===== config.mk =====
export PLATFORM = sky130hd
export DESIGN_NAME = bitstream_decoder
export DESIGN_NICKNAME = d
export VERILOG_FILES = /design/src/rtl/bitstream_pkg.sv /design/src/rtl/bitstream_counter.sv /design/src/rtl/bitstream_decoder.sv
export SDC_FILE = /design/constraint.sdc
export NUM_CORES = 1
export LEC_CHECK = 0
export ABC_CLOCK_PERIOD_IN_PS = 1940
export CAP_MARGIN = 20
export CELL_PAD_IN_SITES_DETAIL_PLACEMENT = 0
export CELL_PAD_IN_SITES_GLOBAL_PLACEMENT = 1
export CORE_MARGIN = 1
export CORE_UTILIZATION = 42
export CTS_CLUSTER_SIZE = 16
export DETAILED_ROUTE_END_ITERATION = 12
export GPL_ROUTABILITY_DRIVEN = 1
export HOLD_SLACK_MARGIN = 0.1
export MAX_ROUTING_LAYER = met4
export PLACE_DENSITY_LB_ADDON = 0.1
export SYNTH_ARGS = -nofsm -noshare
export SYNTH_HDL_FRONTEND = slang
export SYNTH_SLANG_ARGS = --single-unit

===== constraint.sdc =====
create_clock -name clk -period 1.94 [get_ports clk]
set_input_delay 0.291 -clock clk [delete_from_list [all_inputs] [get_ports clk]]
set_output_delay 0.291 -clock clk [all_outputs]
set_load 0.05 [all_outputs]

===== src/rtl/bitstream_pkg.sv =====
// Shared types for the bitstream decoder: controller state encoding.
package bitstream_pkg;

  typedef enum logic [1:0] {
    IDLE  = 2'd0,
    ACCUM = 2'd1,
    HOLD  = 2'd2
  } state_t;

endpackage


===== src/rtl/bitstream_counter.sv =====
// Per-lane ones counter: clear wins over enable, count lands one edge after its sample, saturates at WINDOW_LEN.
// No flow control of its own; the decoder gates enable.
module bitstream_counter #(
  parameter int WINDOW_LEN  = 256,
  parameter int COUNT_WIDTH = $clog2(WINDOW_LEN + 1)
) (
  input  logic                   clk,
  input  logic                   n_rst,
  input  logic                   clear,
  input  logic                   enable,
  input  logic                   bit_in,
  output logic [COUNT_WIDTH-1:0] count
);

  localparam logic [COUNT_WIDTH-1:0] COUNT_MAX = COUNT_WIDTH'(WINDOW_LEN);

  logic [COUNT_WIDTH-1:0] count_q, count_d;

  always_comb begin
    count_d = count_q;
    if (clear) begin
      count_d = '0;
    end else if (enable && bit_in && (count_q != COUNT_MAX)) begin
      count_d = count_q + COUNT_WIDTH'(1);
    end
  end

  always_ff @(posedge clk) begin
    if (!n_rst) begin
      count_q <= '0;
    end else begin
      count_q <= count_d;
    end
  end

  assign count = count_q;

endmodule


===== src/rtl/bitstream_decoder.sv =====
// Converts NEURON_COUNT stochastic bitstreams into ones-counts and bipolar values over a WINDOW_LEN-sample window.
// Result valid WINDOW_LEN edges after start; held until out_ready, with start+out_ready chaining windows.
module bitstream_decoder #(
  parameter int NEURON_COUNT = 2,
  parameter int WINDOW_LEN   = 256,
  localparam int COUNT_WIDTH = $clog2(WINDOW_LEN + 1)
) (
  input  logic                                     clk,
  input  logic                                     n_rst,
  input  logic [NEURON_COUNT-1:0]                  stream_in,
  input  logic                                     start,
  input  logic                                     out_ready,
  output logic                                     busy,
  output logic                                     out_valid,
  output logic [NEURON_COUNT-1:0][COUNT_WIDTH-1:0] out_count,
  output logic [NEURON_COUNT-1:0][COUNT_WIDTH:0]   out_bipolar
);

  import bitstream_pkg::*;

  localparam logic [COUNT_WIDTH-1:0] LAST_SAMPLE  = COUNT_WIDTH'(WINDOW_LEN - 1);
  localparam logic [COUNT_WIDTH:0]   BIPOLAR_MAX  = (COUNT_WIDTH + 1)'(WINDOW_LEN);
  localparam logic [COUNT_WIDTH:0]   BIPOLAR_MIN  = (COUNT_WIDTH + 1)'(-WINDOW_LEN);
  localparam logic [COUNT_WIDTH:0]   BIPOLAR_STEP = (COUNT_WIDTH + 1)'(2);

  state_t                                   state_q, state_d;
  logic [COUNT_WIDTH-1:0]                   sample_q, sample_d;
  logic [NEURON_COUNT-1:0][COUNT_WIDTH:0]   bipolar_q, bipolar_d;
  logic                                     lane_clear;
  logic                                     lane_enable;

  always_comb begin
    state_d     = state_q;
    sample_d    = sample_q;
    lane_clear  = 1'b0;
    lane_enable = 1'b0;
    busy        = 1'b0;
    out_valid   = 1'b0;
    case (state_q)
      IDLE: begin
        if (start) begin
          lane_clear = 1'b1;
          sample_d   = '0;
          state_d    = ACCUM;
        end
      end
      ACCUM: begin
        busy        = 1'b1;
        lane_enable = 1'b1;
        sample_d    = sample_q + COUNT_WIDTH'(1);
        if (sample_q == LAST_SAMPLE) begin
          state_d = HOLD;
        end
      end
      HOLD: begin
        out_valid = 1'b1;
        // start only counts once the held result has been consumed
        if (out_ready) begin
          if (start) begin
            lane_clear = 1'b1;
            sample_d   = '0;
            state_d    = ACCUM;
          end else begin
            state_d = IDLE;
          end
        end
      end
      default: state_d = IDLE;
    endcase
  end

  // Bipolar value kept as its own register: starts at -WINDOW_LEN and steps by 2 per one
  always_comb begin
    bipolar_d = bipolar_q;
    for (int i = 0; i < NEURON_COUNT; i++) begin
      if (lane_clear) begin
        bipolar_d[i] = BIPOLAR_MIN;
      end else if (lane_enable && stream_in[i] && (bipolar_q[i] != BIPOLAR_MAX)) begin
        bipolar_d[i] = bipolar_q[i] + BIPOLAR_STEP;
      end
    end
  end

  always_ff @(posedge clk) begin
    if (!n_rst) begin
      state_q   <= IDLE;
      sample_q  <= '0;
      bipolar_q <= {NEURON_COUNT{BIPOLAR_MIN}};
    end else begin
      state_q   <= state_d;
      sample_q  <= sample_d;
      bipolar_q <= bipolar_d;
    end
  end

  for (genvar i = 0; i < NEURON_COUNT; i++) begin : g_lane
    bitstream_counter #(
      .WINDOW_LEN  (WINDOW_LEN),
      .COUNT_WIDTH (COUNT_WIDTH)
    ) u_counter (
      .clk    (clk),
      .n_rst  (n_rst),
      .clear  (lane_clear),
      .enable (lane_enable),
      .bit_in (stream_in[i]),
      .count  (out_count[i])
    );
  end

  assign out_bipolar = bipolar_q;

endmodule


# [Word level (Yosys, flattened, before mapping)]
# Cells that the tools add are included.
# Widths: inputs -> output; s select.
[classes] addsub=5 mul=0 n_div=0 n_lt_le_gt_ge=0 eq_ne=10 n_shift=0 muxes=13 bitwise=1 n_reduce_logical=11
[op_table] cell="$add 9x1->9 const B" n=3
[op_table] cell="$pmux 9 s3" n=1
[op_table] cell="$add 10x2->10 const B" n=2
[op_table] cell="$ne 10x9->1 const B" n=2
[op_table] cell="$mux 9" n=2
[op_table] cell="$ne 9x9->1 const B" n=2
[op_table] cell="$eq 9x8->1 const B" n=1
[op_table] cell="$logic_and 1x1->1" n=6
[op_table] cell="$mux 2" n=3
[op_table] cell="$ne 2x2->1 const B" n=3
[op_table] cell="$pmux 2 s3" n=1
[op_table] cell="$mux 1" n=5
[op_table] cell="$reduce_and 3->1" n=1
[op_table] cell="$reduce_bool 3->1" n=1
[op_table] cell="$eq 2x1->1 const B" n=1
[op_table] cell="$eq 2x2->1 const B" n=1
[op_table] cell="$logic_not 2->1" n=1
[op_table] cell="$pmux 1 s2" n=1
[op_table] cell="$reduce_and 2->1" n=1
[op_table] cell="$reduce_or 2->1" n=1
[op_table] cell="$not 1->1" n=1
[word_totals] reg_bits=49 latchBits=0 ram_bits=0 mem_bits_ro=0 out_inout_bits=40 word_cells=46 n_memories=0

# [Depth between registers and ports, before layout]
# Gate-level depths: netlist of run 1.
[logic_depth] ltp_word=4 depth_mapped=7 mapped_depth_nobuf=7

# [Hierarchy]
# A second synthesis of run 1 with hierarchy kept.
[hier_totals] hier_cells=281 hier_area_um2=2449.8
[modules_own_cells] module="bitstream_decoder" n_inst=1 cells_per_inst=173 area_each_um2=1519.0 seq_area_each_um2=580.6
[modules_own_cells] module="bitstream_counter" n_inst=2 cells_per_inst=54 area_each_um2=465.4 seq_area_each_um2=180.2

# [Worst setup path before layout of run 1]
# Ideal clock, no wire load.
[synth_path] kind="register -> register" startpoint="register bipolar_q, in the netlist out_bipolar[1]" endpoint="register bipolar_q, in the netlist out_bipolar[1]" setup_ns=0.117 arrival_ns=1.568 required_time_ns=1.823 path_slack_ns=0.255 stages_incl_launch_ff=7 n_path_buf=0 synth_period_minus_slack_ns=1.685 cell_sequence="dfxtp_1 inv_1 ha_1 nor4bb_1 a21oi_1 xnor2_1 nor2_1"
[synth_via] elab_chain_len=2 word_cells_on_any_way=3 cone_classes="add/sub (1); eq/ne (1); reduce/logical (1)"
[synth_lines] item="start, declared" line_no="bitstream_decoder.sv:28" source="logic [NEURON_COUNT-1:0][COUNT_WIDTH:0] bipolar_q, bipolar_d;"
[synth_lines] item="start signal, assigned" line_no="bitstream_decoder.sv:88" source="bipolar_q <= {NEURON_COUNT{BIPOLAR_MIN}};"
[synth_lines] item="start signal, assigned" line_no="bitstream_decoder.sv:92" source="bipolar_q <= bipolar_d;"
[synth_lines] item="parallel branches: the longest is 2 deep, another holds $add 10x2->10"
# Several ways; the timed one is not identified.
# A chain may end at the register's enable or synchronous reset.

# [Worst setup path in the final report of run 1]
[layout_path] startpoint="register g_lane[0].u_counter.count_q[2]" endpoint="output out_count[2] (netlist name)"
[layout_rtl] item="start, declared" line_no="bitstream_counter.sv:17" source="logic [COUNT_WIDTH-1:0] count_q, count_d;"
[layout_rtl] item="start signal, assigned" line_no="bitstream_counter.sv:32" source="count_q <= count_d;"
[layout_rtl] item="end, declared" line_no="bitstream_decoder.sv:15" source="output logic [NEURON_COUNT-1:0][COUNT_WIDTH-1:0] out_count,"
# No word-level cell between the ends.

==> results of run 1 <==
## Yosys cell counts (2+ instances only)
cell	number	area (µm²)
or4_1	3	22.52
nor2_1	29	108.9
o211ai_1	2	15.01
nor4_1	5	31.28
nor4bb_1	3	30.03
buf_2	5	25.02
ha_1	10	125.1
nor2b_1	4	25.02
or3_1	5	31.28
o31ai_1	5	37.54
xnor2_1	18	157.7
a21oi_1	14	70.07
a211oi_1	4	30.03
buf_4	2	15.01
nand4_1	9	56.30
nand2_1	19	71.32
nand4b_4	3	71.32
nand2b_1	3	18.77
inv_1	20	75.07
nor3_1	7	35.03
xor2_1	7	61.31
and2_1	2	12.51
nand3_1	11	55.05
nor4_2	4	50.05
and3_1	2	12.51
o21ai_0	5	25.02
dfxtp_1	47	940.9
nand4b_1	2	17.52
## layout make-up
| type | count | area share |
|---|---|---|
| tap | 72 | 0.02913 |
| timing repair buffer | 51 | 0.1715 |
| multi-input combinational | 197 | 0.4474 |
| clock buffer | 6 | 0.02346 |
| inverter | 20 | 0.02427 |
| sequential | 47 | 0.3042 |
## path summary, 6_finish.rpt
kind | start | endpoint | slack [ns] | cells past startpoint
worst max register to register | g_lane[0].u_counter.count[1] | g_lane[0].u_counter.count[0] | 0.47 | 6
worst max-delay path | g_lane[0].u_counter.count[2] | out_count[2] | 0.05 | 1
worst min-delay path | sample_q[7] | sample_q[7] | 0.48 | 2
worst min register to register | sample_q[7] | sample_q[7] | 0.48 | 2
## where the power goes
| part | internal (mW) | total [mW] | switching [mW] |
|---|---|---|---|
| Combinational | 0.0667 | 0.173 | 0.106 |
| Sequential | 0.972 | 0.982 | 0.0105 |
| Clock | 0.241 | 0.541 | 0.300 |
| Total | 1.28 | 1.70 | 0.417 |
## registers in the layout, summed over array words and instances (netlist names)
register / flops
sample_q: 9
out_bipolar: 18
g_lane.u_counter.count: 18
state_q: 2
## cell usage in the layout, fill, tap and decap left out, drive strengths merged, types with 2 or more instances in the layout
| master | instances |
|---|---|
| a41oi | 2 |
| or4 | 3 |
| o211ai | 2 |
| a211oi | 4 |
| clkdlybuf4s50 | 38 |
| nor4bb | 3 |
| and3 | 2 |
| dfxtp | 47 |
| conb | 2 |
| nor2b | 4 |
| dlymetal6s2s | 3 |
| nor3 | 7 |
| nand3 | 11 |
| xnor2 | 18 |
| buf | 10 |
| nand2b | 4 |
| and2 | 2 |
| clkbuf | 6 |
| nand4b | 5 |
| o21ai | 6 |
| ha | 10 |
| or3 | 5 |
| inv | 20 |
| nor4 | 9 |
| nor2 | 29 |
| o31ai | 5 |
| nand3b | 2 |
| nand4 | 9 |
| nand2 | 19 |
| a21oi | 15 |
| xor2 | 7 |
## logic make-up (layout without fill, tap and decap cells)
logic type,count (synthesis),count (layout),share of synthesized area
simple gates,119,119,0.3006
flops,47,47,0.3845
compound gates,40,40,0.1171
buf+inv,28,77,0.05163
xor+xnor,25,25,0.08947
fa+ha+maj,10,10,0.05112
other cells,1,2,0.001532
mux,1,1,0.004090
## metal layers
metal / wire length [µm] / track usage / up-vias
li1: - / - / 1047
met1: 2421 / 0.2151 / 931
met2: 2271 / 0.3053 / 38
met3: 156 / 0.03140 / 7
met4: 74 / 0.06667 / 0
met5: 0 / - / -
## what timing repair did
action / 4_1_cts / 5_1_grt
setup buffers: 0 / 0
setup endpoints to repair: 0 / 3
hold buffers: 0 / 0
gates resized for setup: 0 / 3
## through the flow
step                      hold WS [ns]  setup WS, ns  area (µm²)    util
after floorplan                 0.4127        0.2549        2451       -
after global placement          0.4602        0.1812        3013  0.5405
after detailed placement        0.4664        0.1608        3013  0.5405
after CTS                       0.4811      0.006327        3085  0.5535
after global routing            0.4997     0.0003356        3093  0.5549
final                           0.4782       0.04942        3093  0.5549
==> metrics.log, run 1 <==
[metrics] worst min-delay path class: flip-flop to flip-flop
[metrics] Initial Util: 0.4391
[metrics] number of fillers in the final layout: 548
[metrics] post-DR wirelength/cell: 12.52 µm
[metrics] Placeable Area: 5574 µm²
[metrics] share of the yosys chip area belonging to registers: 0.3845
[metrics] clk sinks: 47
[metrics] max-slew violation count: 0
[metrics] number of nets in the layout: 338
[metrics] Peak VDD IR: 361.6 µV
[metrics] Cell Area, Synth: 2447 µm²
[metrics] chip width: 78.34 µm
[metrics] I/O pins: 46
[metrics] first-pass iteration count of the detailed router: 4
[metrics] async set or reset register ratio after synthesis: 0
[metrics] number of non-filler instances in the completed layout: 393
[metrics] clock slew seen by the registers of the worst setup and hold paths: 0.08 ns
[metrics] leading register cell type out of synthesis: dfxtp_1
[metrics] worst slew pin tran: 0.5144 ns
[metrics] Mean Syn Cell Area: 9.031 µm²
[metrics] FF/Latch Area: 940.9 µm²
[metrics] post-detailed-routing wire length: 4.922 mm
[metrics] initial antenna violation count: 0
[metrics] setup clock skew after layout: 0.004046 ns
[metrics] number of clock buffers inserted by TritonCTS: 5
[metrics] number of diodes: 0
[metrics] total half-perimeter wirelength after legalization and detailed placement: 3.674 mm
[metrics] period utilisation layout: 0.9745
[metrics] clock buffer depth: 2
[metrics] Max-cap violations: 0
[metrics] Clock Latency Late Sink: 0.29 ns
[metrics] Final Critical Period: 1.891 ns
[metrics] remaining max-slew budget at the tightest pin: 0.6560
[metrics] number of synthesized register bits: 47
[metrics] arrival time of data at the critical path endpoint: 1.60 ns
[metrics] Initial DRC Count: 89
[metrics] DP Cell Count: 387
[metrics] number of placement rows: 27
[metrics] max frequency: 0.5289 GHz
[metrics] GRT overflow: 0
[metrics] Die Outline Area: 6136 µm²
[metrics] vias in the first global route: 1865
[metrics] vias per inst: 5.148
[metrics] global-route wire length before repair: 8.521 mm
[metrics] count of buffers inserted at the top-level ports: 43
[metrics] Design Power: 1.696 mW
[metrics] number of design rule violations left after detail routing: 0
[metrics] result of the run: finished, final reports clean
[metrics] post-route setup TNS: 0 ns
[metrics] placer congestion estimate: 0.7620
[metrics] final hold violation count: 0
[metrics] CTS tree: done
[metrics] ANT nets after route: 0
[metrics] capturing element type of the critical path: output pin
[metrics] die outline height: 78.34 µm
[metrics] footprint of the multi-input gates: 1384 µm²
[metrics] final-report setup violation count: 0
[metrics] CP top delay family: buffers and inverters
[metrics] endpoint required time on the critical path: 1.65 ns
[metrics] crit path cell chain: clkdlybuf4s50_1
[metrics] unrepaired setup endpoints after global routing: false
[metrics] area growth from synthesis to layout: 26.38%
[metrics] Gate Count Post-Synth: 271
[metrics] Via Count: 2023
[metrics] global-route total usage across every layer: 0.1807
[metrics] Clock H-tree levels: 2
[metrics] total power divided by cell area: 548.4 nW/µm²
[metrics] startpoint type of the worst setup path: flip-flop
[metrics] WP buf/inv: 1
[metrics] slowest cell delay on critical path: 0.85 ns
[metrics] static leakage: 1.119 nW
[metrics] Root Buffer Master: clkbuf_8
[metrics] biggest fanout along the worst timing path: 6
[metrics] layout cell share with drive strength beyond 1: 0.09346
[metrics] pin count of the biggest net entering global routing: 26
[metrics] number of enable flip-flop cells after synthesis: 0
[metrics] class of the most critical setup path: flip-flop to output pin
[metrics] Ys Warns: 0
[metrics] Critical-path top delay cell: clkdlybuf4s50_1
[metrics] library cells used by synthesis: 49
(Power assumes the default switching activity.)
==> run 2, diff against run 1 <==
Settings changed: CAP_MARGIN 20 to 15.
==> results of run 2 <==
The final DEF is identical to that of run 1; final timing and power are the same.
==> run 3, diff against run 2 <==
Settings changed: CORE_MARGIN 1 to 2, TNS_END_PERCENT set to 10.
==> run 3 against run 2 <==
Against the previous run:
- sequential power about the same
- clock skew about the same
- count of clock-buffer cells in the layout unchanged
- first-iteration DRC count down 62%
- worst hold slack worse by 0.0057 ns
- largest cell class unchanged
- sequential cell count unchanged
- routed wire length up 2.7%
- via count up 1.5%
- critical endpoint is now out_bipolar[11]
- cell count up 1.0%
- non-clock buffer count up 2
- global-route usage down 0.12 points
- register-to-register slack worse by 0.07 ns
==> metrics.log, run 3 (synthesis gave the netlist of run 1 again) <==
[metrics] vias in the first global route: 1996 (+7.0%)
[metrics] final hold violation count: 0 (unchanged)
[metrics] setup clock skew after layout: 0.003563 ns (-0.0004825 ns)
[metrics] count of buffers inserted at the top-level ports: 43 (unchanged)
[metrics] FF/Latch Area: 940.9 µm² (unchanged)
[metrics] pin count of the biggest net entering global routing: 19 (-27%)
[metrics] number of placement rows: 27 (unchanged)
[metrics] area growth from synthesis to layout: 28.63%
[metrics] Clock H-tree levels: 2 (unchanged)
[metrics] arrival time of data at the critical path endpoint: 1.58 ns (-0.02 ns)
[metrics] capturing element type of the critical path: output pin
[metrics] number of diodes: 0 (unchanged)
[metrics] CTS tree: done
[metrics] Peak VDD IR: 287.0 µV (-21%)
[metrics] global-route wire length before repair: 8.914 mm (+4.6%)
[metrics] number of fillers in the final layout: 500 (-8.8%)
[metrics] ANT nets after route: 0 (unchanged)
[metrics] global-route total usage across every layer: 0.1795 (-0.001180)
[metrics] chip width: 80.34 µm (+2.6%)
[metrics] first-pass iteration count of the detailed router: 4 (unchanged)
[metrics] post-DR wirelength/cell: 12.74 µm (+1.7%)
[metrics] remaining max-slew budget at the tightest pin: 0.6594 (+0.003334)
[metrics] Via Count: 2053 (+1.5%)
[metrics] total half-perimeter wirelength after legalization and detailed placement: 3.743 mm (+1.9%)
[metrics] max-slew violation count: 0 (unchanged)
[metrics] initial antenna violation count: 0 (unchanged)
[metrics] worst-case setup margin in the final layout: 0.07120 ns (+0.02177 ns)
[metrics] worst slew pin tran: 0.5101 ns (-0.004223 ns)
[metrics] class of the most critical setup path: flip-flop to output pin
[metrics] worst min-delay path class: flip-flop to flip-flop
[metrics] period utilisation layout: 0.9633 (-0.01122)
[metrics] static leakage: 1.227 nW (+9.6%)
[metrics] CP top delay family: buffers and inverters
[metrics] Critical-path top delay cell: clkdlybuf4s50_1
[metrics] vias per inst: 5.171 (+0.46%)
[metrics] Root Buffer Master: clkbuf_8
[metrics] clk sinks: 47 (unchanged)
[metrics] Placeable Area: 5574 µm² (unchanged)
[metrics] worst-case hold slack: 0.4725 ns (-0.005713 ns)
[metrics] footprint of the multi-input gates: 1384 µm² (unchanged)
[metrics] GRT overflow: 0 (unchanged)
[metrics] Initial Util: 0.4391 (unchanged)
[metrics] post-route setup TNS: 0 ns (unchanged)
[metrics] endpoint required time on the critical path: 1.65 ns (about the same)
[metrics] Final Critical Period: 1.869 ns (-0.02177 ns)
[metrics] Die Outline Area: 6454 µm² (+5.2%)
[metrics] unrepaired setup endpoints after global routing: false
[metrics] max frequency: 0.5351 GHz (+1.2%)
[metrics] I/O pins: 46 (unchanged)
[metrics] die outline height: 80.34 µm (+2.6%)
[metrics] met3 track demand over resource: 0.03708 (+0.005683)
[metrics] crit path cell chain: clkdlybuf4s50_1
[metrics] WP buf/inv: 1 (unchanged)
[metrics] utilization after layout: 0.5648 (+0.009877)
[metrics] number of design rule violations left after detail routing: 0 (unchanged)
[metrics] clock buffer depth: 2 (unchanged)
[metrics] total power divided by cell area: 604.1 nW/µm² (+10%)
[metrics] Initial DRC Count: 34 (-62%)
[metrics] clock slew seen by the registers of the worst setup and hold paths: 0.08 ns (about the same)
[metrics] slowest cell delay on critical path: 0.84 ns (about the same)
[metrics] biggest fanout along the worst timing path: 5 (-1)
[metrics] grt met1 use: 0.2258 (+0.01077)
[metrics] worst setup slack after placement: 0.1500 ns (-0.01083 ns)
[metrics] most common library cell in the layout ignoring fill and taps: dfxtp_1
[metrics] commonest non-fill, non-tap cells in the layout: 47 x dfxtp_1, 33 x clkdlybuf4s50_1, 29 x nor2_1
[metrics] most congested layer reported by global routing: met2
[metrics] GR Util met2: 0.2858 (-0.01943)
[metrics] Clock Latency Late Sink: 0.30 ns (about the same)
[metrics] startpoint type of the worst setup path: flip-flop
[metrics] layout cell share with drive strength beyond 1: 0.1108 (+0.01731)
[metrics] final-report setup violation count: 0 (unchanged)
[metrics] placer congestion estimate: 0.7894 (+3.6%)
[metrics] Max-cap violations: 0 (unchanged)
[metrics] number of clock buffers inserted by TritonCTS: 5 (unchanged)
[metrics] number of nets in the layout: 340 (+0.59%)
[metrics] result of the run: finished, final reports clean
[metrics] cts hold-fix bufs: 0 (unchanged)
[metrics] post-detailed-routing wire length: 5.056 mm (+2.7%)
-- run 3: cell count changes in the layout (fill, tap and decap cells not counted) --
cell             delta
buf_12              -1
buf_4               +4
bufinv_16           +1
clkbuf_1            -1
clkbuf_8            +1
clkdlybuf4s50_1     -5
clkinv_2            +1
dlymetal6s2s_1      +4
-- run 3: layout make-up --
cell class	count	share of cell area
Timing Repair Buffer	53	0.1717
Clock buffer	6	0.02623
Multi-Input combinational cell	197	0.4396
Tap cell	72	0.02862
Clock inverter	2	0.01113
Sequential cell	47	0.2989
Inverter	20	0.02385
-- run 3: repair_timing --
action | in CTS | in global routing
setup buffers | 0 | 0
setup endpoints to repair | 0 | 7
resized for setup | 0 | 7
-- run 3: layer usage --
layer / part of all wire / vias to the layer above
li1: - / 1054
met1: 0.48 / 941
met2: 0.46 / 50
met3: 0.043 / 8
met4: 0.016 / 0
met5: 0 / -
-- run 3: per-stage QoR --
step	power, mW	instance area (µm²)	instances
6_report	1.902	3148	397
5_1_grt	1.977	3148	397
4_1_cts	1.930	3131	397
3_5_place_dp	1.180	3013	389
3_3_place_gp	1.180	3013	389
2_1_floorplan	1.119	2451	272
-- run 3: path summary, 6_finish.rpt --
check	from	endpoint	slack [ns]	cells past startpoint
min	sample_q[7]	sample_q[7]	0.47	2
max reg2reg	state_q[1]	sample_q[4]	0.40	5
max	out_bipolar[11]	out_bipolar[11]	0.07	1
min reg2reg	sample_q[7]	sample_q[7]	0.47	2
-- run 3: where the power goes --
group	switching [mW]	internal [mW]	total (mW)
clock	0.329	0.417	0.746
combinational	0.107	0.0666	0.174
sequential	0.0104	0.972	0.982
==> patch, RTL diff (settings of run 2) <==
Reset style: asynchronous (`n_rst`), changed in 2 clocked blocks.
--- a/src/rtl/bitstream_counter.sv
+++ b/src/rtl/bitstream_counter.sv
@@ -26,5 +26,5 @@
   end
 
-  always_ff @(posedge clk) begin
+  always_ff @(posedge clk or negedge n_rst) begin
     if (!n_rst) begin
       count_q <= '0;
--- a/src/rtl/bitstream_decoder.sv
+++ b/src/rtl/bitstream_decoder.sv
@@ -82,5 +82,5 @@
   end
 
-  always_ff @(posedge clk) begin
+  always_ff @(posedge clk or negedge n_rst) begin
     if (!n_rst) begin
       state_q   <= IDLE;
Function: differs if n_rst is asserted again (counterexample within 4 cycles, from zero or initial values and one cycle with n_rst low); with n_rst held inactive, the same outputs for 10 cycles.
==> patch against run 2 <==
Worst setup slack worse by 3.2 ps. Sequential cell count did not move. Die area increased by 2.9%. Cell count grew 1.3%. Register-to-register slack lost 240 ps. Via count up 4.3%. Area after synthesis rose by 3.0%. Routed wire length up 13%. Final area increased by 5.8%. Critical path type unchanged. Highest routed layer unchanged.
Power is not compared: it rests on default switching activity, and its combinational part moved more than twofold at a synthesized area within 25%.
==> patch: results (changes against run 2) <==
status -> finished, final reports clean
Unique masters post-synth -> 45 (-8.2%)
vias in the first global route -> 1961 (+5.1%)
DR iter-0 viols -> 114 (+28%)
top cells by area, synth -> dfrtp_1, nand3_1, dfstp_2
Place WS -> 97.85 ps (-62.95 ps)
vias per cell -> 5.302 (+3.0%)
placed cell count -> 389 (+0.52%)
register area share after synthesis -> 46.87% (+8.4 points)
WHS Endpoint -> sample_q[8]
HPWL Detailed -> 3981 um (+8.4%)
first-pass GRT wire length -> 9418 um (+11%)
# fillers -> 499 (-8.9%)
Final min period -> 1894 ps (+3.195 ps)
final hold slack -> 488.7 ps (+10.48 ps)
Async SR Flop Fraction -> 100.0% (+100 points)
total CTS buffers -> 5 (unchanged)
GPL Wtd Cong -> 0.7871 (+3.3%)
RR Endpoint -> sample_q[7]
r2r setup slk -> 230 ps (-240 ps)
Register-to-Register Path Depth -> 4 (-2)
share of cells above drive strength 1 -> 13.80% (+4.5 points)
top post-synthesis cells by count -> dfrtp_1, nand2_1, nand3_1
worst reg2reg startpoint -> state_q[0]
Avg Inst Size Synth -> 9.581 um2 (+6.1%)
Placed Area -> 0.003147 mm2 (+4.4%)
Total GRT Usage -> 19.95% (+1.9 points)
Worst Skew -> 11.10 ps (+7.055 ps)
Hold Crit Start -> sample_q[8]
Finished Layout Cells -> 398 (+1.3%)
wire per inst -> 13.99 um (+12%)
largest net degree at the start of global routing -> 48 (+85%)
Crit. Startpoint -> g_lane[1].u_counter.count[6]
end point of the critical path -> out_count[15]
nets -> 339 (+0.30%)
patch: cell count changes after synthesis, moves of 8 or more:
cell and change:
o21ai_0 +10, dfrtp_1 +43, inv_1 -8, nor2_1 -8, nand3_1 +12, dfxtp_1 -47
patch: logic make-up (layout without fill, tap and decap cells):
group,Yosys count,after routing,synth area share (%)
compound gates,48,48,13.21
simple gates,114,114,23.73
xor+xnor,16,16,5.561
mux,7,7,2.830
other cells,1,2,0.1488
flops,47,47,46.87
buf+inv,22,84,3.674
fa+ha+maj,8,8,3.972
patch: final cells by class:
cell class                 instances  area (um2)  area share, %
clock inverter                     2       16.27         0.4969
clock buffer                       6       82.58          2.523
inverter                          12       45.04          1.376
timing repair buffer              64       608.1          18.58
sequential                        47        1181          36.09
multi-input combinational        195        1250          38.19
tap                               72       90.09          2.752
patch: per-layer routing:
layer | vias up | track usage [%] | routed length, um
met5 | - | - | 0
met4 | 0 | 5.455 | 70
met3 | 6 | 3.771 | 152
met2 | 42 | 30.43 | 2553
met1 | 987 | 27.13 | 2792
li1 | 1075 | - | -
patch: power by group:
part / switching [W] / leakage (nW) / internal (W)
logic: 0.00133 / 0.858 / 0.000764
registers: 0.000432 / 0.579 / 0.00129
clock network: 0.000345 / 0.0474 / 0.000291
total: 0.00211 / 1.48 / 0.00235
patch: repair_timing:
| item | 4_1_cts | 5_1_grt |
|---|---|---|
| endpoints found under the hold margin | 3 | 0 |
| gates resized for setup | 0 | 7 |
| hold buffers | 1 | 0 |
| endpoints found under the setup margin | 0 | 7 |
